File: src/rtl/alu_adder_hold.sv
// alu_adder_hold
// --------------
// Multi-cycle ALU with an adder hold register. A one-cycle start request
// captures the operands, the operation is computed in CALC, and a decimal SUM
// takes one extra DADJ cycle for BCD adjustment. The result and flags are
// registered and hold their values until the next operation or a reset.
//
// Ports:
//   clk            single clock, rising-edge active
//   rst_N          asynchronous active-low reset
//   a_REG_IN[7:0]  A operand
//   b_REG_IN[7:0]  B operand
//   carry_IN       carry into SUM, bit shifted into bit 7 for SR
//   decimal_EN     BCD adjust for SUM
//   op_SEL[2:0]    0=SUM 1=AND 2=EOR 3=OR 4=SR, 5-7 reserved (result 0)
//   start_EN       one-cycle request to begin an operation
//   add_REG_OUT    adder hold register
//   carry_OUT, overflow_OUT, halfCarry_OUT   registered flags
//   busy_OUT       high while an operation is in flight
//   done_OUT       one-cycle pulse when result and flags are final

module alu_adder_hold (
    input  logic       clk,
    input  logic       rst_N,
    input  logic [7:0] a_REG_IN,
    input  logic [7:0] b_REG_IN,
    input  logic       carry_IN,
    input  logic       decimal_EN,
    input  logic [2:0] op_SEL,
    input  logic       start_EN,
    output logic [7:0] add_REG_OUT,
    output logic       carry_OUT,
    output logic       overflow_OUT,
    output logic       halfCarry_OUT,
    output logic       busy_OUT,
    output logic       done_OUT
);

    localparam logic [2:0] OP_SUM = 3'd0;
    localparam logic [2:0] OP_AND = 3'd1;
    localparam logic [2:0] OP_EOR = 3'd2;
    localparam logic [2:0] OP_OR  = 3'd3;
    localparam logic [2:0] OP_SR  = 3'd4;

    typedef enum logic [1:0] {
        IDLE = 2'd0,
        CALC = 2'd1,
        DADJ = 2'd2
    } state_t;

    state_t state;
    state_t state_next;

    logic [7:0] a_op;
    logic [7:0] b_op;
    logic       cin_op;
    logic       dec_op;
    logic [2:0] sel_op;

    logic       capture;
    logic [7:0] result_next;
    logic       carry_next;
    logic       overflow_next;
    logic       half_next;
    logic       done_next;

    logic [8:0] sum_wide;
    logic [4:0] low_nibble_sum;
    logic [7:0] alu_result;
    logic       alu_carry;
    logic       alu_overflow;
    logic       alu_half;

    logic       low_fix;
    logic [8:0] step1_wide;
    logic       high_fix;
    logic [7:0] adj_result;
    logic       adj_carry;

    // Busy is simply "not idle"; it drops in the same cycle the registered
    // done pulse appears because both follow the transition back to IDLE.
    assign busy_OUT = (state != IDLE);

    // ALU datapath working only on the captured operands, so input changes
    // after the start edge cannot disturb an operation in flight.
    always_comb begin
        sum_wide       = {1'b0, a_op} + {1'b0, b_op} + {8'b0, cin_op};
        low_nibble_sum = {1'b0, a_op[3:0]} + {1'b0, b_op[3:0]} + {4'b0, cin_op};
        alu_result     = 8'h00;
        alu_carry      = 1'b0;
        alu_overflow   = 1'b0;
        alu_half       = 1'b0;
        case (sel_op)
            OP_SUM: begin
                alu_result   = sum_wide[7:0];
                alu_carry    = sum_wide[8];
                alu_half     = low_nibble_sum[4];
                alu_overflow = (a_op[7] == b_op[7]) && (a_op[7] != sum_wide[7]);
            end
            OP_AND: alu_result = a_op & b_op;
            OP_EOR: alu_result = a_op ^ b_op;
            OP_OR:  alu_result = a_op | b_op;
            OP_SR: begin
                alu_result = {cin_op, a_op[7:1]};
                alu_carry  = a_op[0];
            end
            default: begin
                alu_result = 8'h00;
            end
        endcase
    end

    // Decimal adjust of the binary sum held in the output register. Operands
    // that are not valid BCD go through the same two steps with no special
    // casing; the carry out of the low-digit fix feeds the high-digit test.
    always_comb begin
        low_fix    = (add_REG_OUT[3:0] > 4'd9) || halfCarry_OUT;
        step1_wide = {1'b0, add_REG_OUT} + (low_fix ? 9'h006 : 9'h000);
        high_fix   = (step1_wide[7:4] > 4'd9) || carry_OUT || step1_wide[8];
        adj_result = step1_wide[7:0] + (high_fix ? 8'h60 : 8'h00);
        adj_carry  = high_fix ? 1'b1 : carry_OUT;
    end

    // Next-state and next-output logic. Everything defaults to holding, so
    // IDLE without a start leaves the outputs untouched and start requests
    // outside IDLE fall through unnoticed.
    always_comb begin
        state_next    = state;
        capture       = 1'b0;
        result_next   = add_REG_OUT;
        carry_next    = carry_OUT;
        overflow_next = overflow_OUT;
        half_next     = halfCarry_OUT;
        done_next     = 1'b0;
        case (state)
            IDLE: begin
                if (start_EN) begin
                    capture    = 1'b1;
                    state_next = CALC;
                end
            end
            CALC: begin
                result_next   = alu_result;
                carry_next    = alu_carry;
                overflow_next = alu_overflow;
                half_next     = alu_half;
                if ((sel_op == OP_SUM) && dec_op) begin
                    state_next = DADJ;
                end else begin
                    done_next  = 1'b1;
                    state_next = IDLE;
                end
            end
            DADJ: begin
                result_next = adj_result;
                carry_next  = adj_carry;
                done_next   = 1'b1;
                state_next  = IDLE;
            end
            default: begin
                state_next = IDLE;
            end
        endcase
    end

    // State register.
    always_ff @(posedge clk or negedge rst_N) begin
        if (!rst_N) begin
            state <= IDLE;
        end else begin
            state <= state_next;
        end
    end

    // Operand capture registers, loaded only on an accepted start.
    always_ff @(posedge clk or negedge rst_N) begin
        if (!rst_N) begin
            a_op   <= 8'h00;
            b_op   <= 8'h00;
            cin_op <= 1'b0;
            dec_op <= 1'b0;
            sel_op <= 3'd0;
        end else if (capture) begin
            a_op   <= a_REG_IN;
            b_op   <= b_REG_IN;
            cin_op <= carry_IN;
            dec_op <= decimal_EN;
            sel_op <= op_SEL;
        end
    end

    // Result, flag and done registers. A reset mid-operation clears done
    // along with everything else, so an aborted operation never signals.
    always_ff @(posedge clk or negedge rst_N) begin
        if (!rst_N) begin
            add_REG_OUT   <= 8'h00;
            carry_OUT     <= 1'b0;
            overflow_OUT  <= 1'b0;
            halfCarry_OUT <= 1'b0;
            done_OUT      <= 1'b0;
        end else begin
            add_REG_OUT   <= result_next;
            carry_OUT     <= carry_next;
            overflow_OUT  <= overflow_next;
            halfCarry_OUT <= half_next;
            done_OUT      <= done_next;
        end
    end

endmodule

File: config.mk
export PLATFORM = sky130hd
export DESIGN_NAME = alu_adder_hold
export DESIGN_NICKNAME = d
export VERILOG_FILES = /design/src/rtl/alu_adder_hold.sv
export SDC_FILE = /design/constraint.sdc
export NUM_CORES = 1
export LEC_CHECK = 0
export CAP_MARGIN = 20
export CORE_UTILIZATION = 31
export DETAILED_ROUTE_END_ITERATION = 16
export PLACE_DENSITY = 0.61
export SYNTH_ARGS = -nofsm -noshare
export SYNTH_HDL_FRONTEND = slang
export SYNTH_SLANG_ARGS = --single-unit
File: constraint.sdc
create_clock -name clk -period 3.37 [get_ports clk]
set_clock_uncertainty 0.2 [all_clocks]
set_input_delay 0.674 -clock clk [delete_from_list [all_inputs] [get_ports clk]]
set_output_delay 0.674 -clock clk [all_outputs]
set_load 0.005 [all_outputs]
==> metrics.md <==
| Metric | Value |
|---|---|
| Result of the run | finished clean |
| Leakage | 1.37 nW |
| Critical path peak fanout | 5 |
| Die height | 93.1 um |
| Vias | 2051 |
| Setup Viol. Count Final | 0 |
| ANT cells | 0 |
| Commonest non-fill, non-tap cell in the layout | clkdlybuf4s50_1 |
| Syn. warnings | 0 |
| Data arrival, critical path | 3.12 ns |
| Final Hold Viols | 0 |
| Min Tclk post-route | 3.14 ns |
| Starting density of the core | 32.6% |
| Top sig layer | met4 |
| Die area | 8670 um2 |
| Hold depth | 1 |
| Core Box Area | 7890 um2 |
| P&R area growth vs syn | 21.4% |
| CTS buffer count | 5 |
| Pre-CTS WS | 0.0830 ns |
| Post-DP Area | 3020 um2 |
| CTS tree | built |
| Metal-1 WL | ~2.7 mm |
| Total power | 3.31 mW |
| Synth Instances | ~270 |
| Unique masters post-synth | about 50 |
| Clk buf depth | 2 |
| Critical Path RT | roughly 3.3 ns |
| Syn nets | 322 |
| Largest net degree at the start of global routing | 36 |
| WL met2 | 2.59 mm |
| Clk pin slew, worst setup/hold paths | 0.07 ns |
| CTS Sinks | 35 |
| Ys async rst share | 100% |
| GRT Total Usage | 13.8% |
| Startpoint Class | register |
| Final worst setup slack | 0.226 ns |
| R2r worst-path depth | 13 |
| WL/cell | 13.7 um |
| Register area share after synthesis | 34.0% |
| Num rows | 32 |
| Post-synthesis cell area | roughly 2600 um2 |
| Max_slew headroom | 43.6% |
| Max-slew violations | 0 |
| DR iter-0 viols | 98 |
| Clk_lat worst skew | 0.29 ns |
| Number of max-cap violations | 0 |
| Post-DP HPWL | 4.16 mm |
| Worst setup path class | reg -> reg |
| RSZ-0062 raised after global routing | false |
| Pre-Repair DR Iteration Count | 4 |
| Pwr/cell area | approximately 1100 nW/um2 |
| Most frequent cells in the layout | clkdlybuf4s50_1 (36), dfrtp_1 (35), inv_1 (32) |
| Least-Margin Pin Slew | approximately 0.84 ns |
| DRC violations left | 0 |
| Worst Hold Class | reg -> reg |
| F_max | approximately 320 MHz |
| WL met3 | 188 um |
| I/O Pins | 37 |
| Peak VDD IR | 396 uV |
| Setup crit end kind | register |
| Total wire length | around 5.6 mm |
| Post-layout net count | approximately 360 |
| Antenna violations before repair | 0 |
| Proportion of layout cells with a drive suffix above 1 | 15.6% |
| H-tree depth | 2 |
| Period utilization | between 90% and 100% |
| Gpl congestion | 0.792 |
| Setup_tns | 0 ns |
| Fin area | 3130 um2 |
| Post-Syn Area per Cell | 9.46 um2 |
| #FFs+latches synth | 35 |
| CTS root buffer | clkbuf_8 |
| Number of flops mapped to enable cells by yosys | 0 |
| Die W | 93.1 um |
| Post-route antenna net violation count | 0 |
| Avg Vias per Cell | approximately 5.0 |
| Worst hold margin | ~0.32 ns |
| Port buffer count | 36 |
| Post-CTS Hold Buffers | 0 |
| Ys flop type | dfrtp_1 |
| Grt ovf | 0 |
| First-pass GRT wire length | 9.42 mm |
| Vias in the first global route | 1948 |
final timing paths:
check,to,start,slack (ns)
max,add_REG_OUT[6],add_REG_OUT[1],0.23
min,dec_op,dec_op,0.32
max reg2reg,add_REG_OUT[6],add_REG_OUT[1],0.23
min reg2reg,dec_op,dec_op,0.32
max in group asynchronous,add_REG_OUT[1],rst_N,2.05
min in group asynchronous,b_op[2],rst_N,0.59
metrics by stage:
step | std cells | util [%]
floorplan | 272 | -
global placement | 401 | 38.3
detailed placement | 401 | 38.3
CTS | 409 | 39.3
global route | 410 | 39.6
finish | 410 | 39.6
power breakdown:
group	internal, mW	total (mW)	switching [mW]
sequential	0.628	0.926	0.298
clock	0.145	0.297	0.152
combinational	1.04	2.08	1.04
total	1.81	3.31	1.49
what timing repair did:
action | CTS | global route
endpoints found under the setup margin | 0 | 2
resized for setup | 0 | 5
setup buffers | 0 | 1
critical path: stages (launching register included):
cell and delay [ns]:
dfrtp_1 0.42, o21ai_2 0.13, nand2_2 0.09, ha_1 0.28, a21oi_1 0.12, nor2b_1 0.09
or4_1 0.51, nand3b_1 0.13, ha_1 0.18, fa_1 0.42, nand2_1 0.09, nand2_1 0.07
a311oi_2 0.20, a21oi_1 0.10
cells by family (layout without fill, tap and decap cells):
kind of cell / after synthesis / in the layout / synth area share (%)
AOI/OAI and AO/OA: 66 / 66 / 17.7
xor gates and xnor gates: 5 / 5 / 1.70
adders and majority gates: 26 / 26 / 13.8
buffers and inverters: 46 / 82 / 7.68
DFF: 35 / 35 / 34.0
muxes: 27 / 27 / 12.1
and+or+nand+nor: 67 / 67 / 13.0
area by class of cell:
cell class	instances	area, um2
Clock buffer	7	76.3
Clock inverter	1	5.00
Fill cell	799	4760
Inverter	32	120
Multi-Input combinational cell	191	1520
Sequential cell	35	876
Tap cell	102	128
Timing Repair Buffer	42	405
per-layer routing:
layer | vias to the layer above | track usage, %
met5 | - | 0
met4 | 0 | 5.00
met3 | 9 | 2.44
met2 | 39 | 21.5
met1 | 980 | 19.0
li1 | 1023 | -
synthesized netlist by cell type (all sizes together), types with 2 or more instances:
library cell | number | share of area (%)
nand3b | 3 | 0.87
a21o | 2 | 0.58
a31o | 2 | 0.68
dfrtp | 35 | 34
ha | 22 | 11
mux2 | 23 | 10
a21oi | 13 | 2.7
buf | 8 | 2.1
o21a | 2 | 0.58
fa | 4 | 3.1
a31oi | 6 | 1.5
nand2b | 2 | 0.49
nand2 | 21 | 3.1
xnor2 | 2 | 0.68
nor2 | 15 | 2.2
o22ai | 2 | 0.49
xor2 | 3 | 1.0
nor2b | 8 | 1.9
mux2i | 3 | 1.2
a221oi | 3 | 1.3
nand3 | 9 | 1.9
and3 | 3 | 0.73
clkbuf | 6 | 0.87
o21ai | 17 | 3.3
inv | 32 | 4.7
o211ai | 4 | 1.2
a311oi | 2 | 0.68
a211oi | 4 | 1.7
registers in the layout, summed over array words and instances, names as in the netlist:
name,cells
dec_op,1
done_OUT,1
carry_OUT,1
state,2
sel_op,3
a_op,8
halfCarry_OUT,1
b_op,8
cin_op,1
add_REG_OUT,8
overflow_OUT,1
No activity file was read; power rests on OpenSTA's default activity.
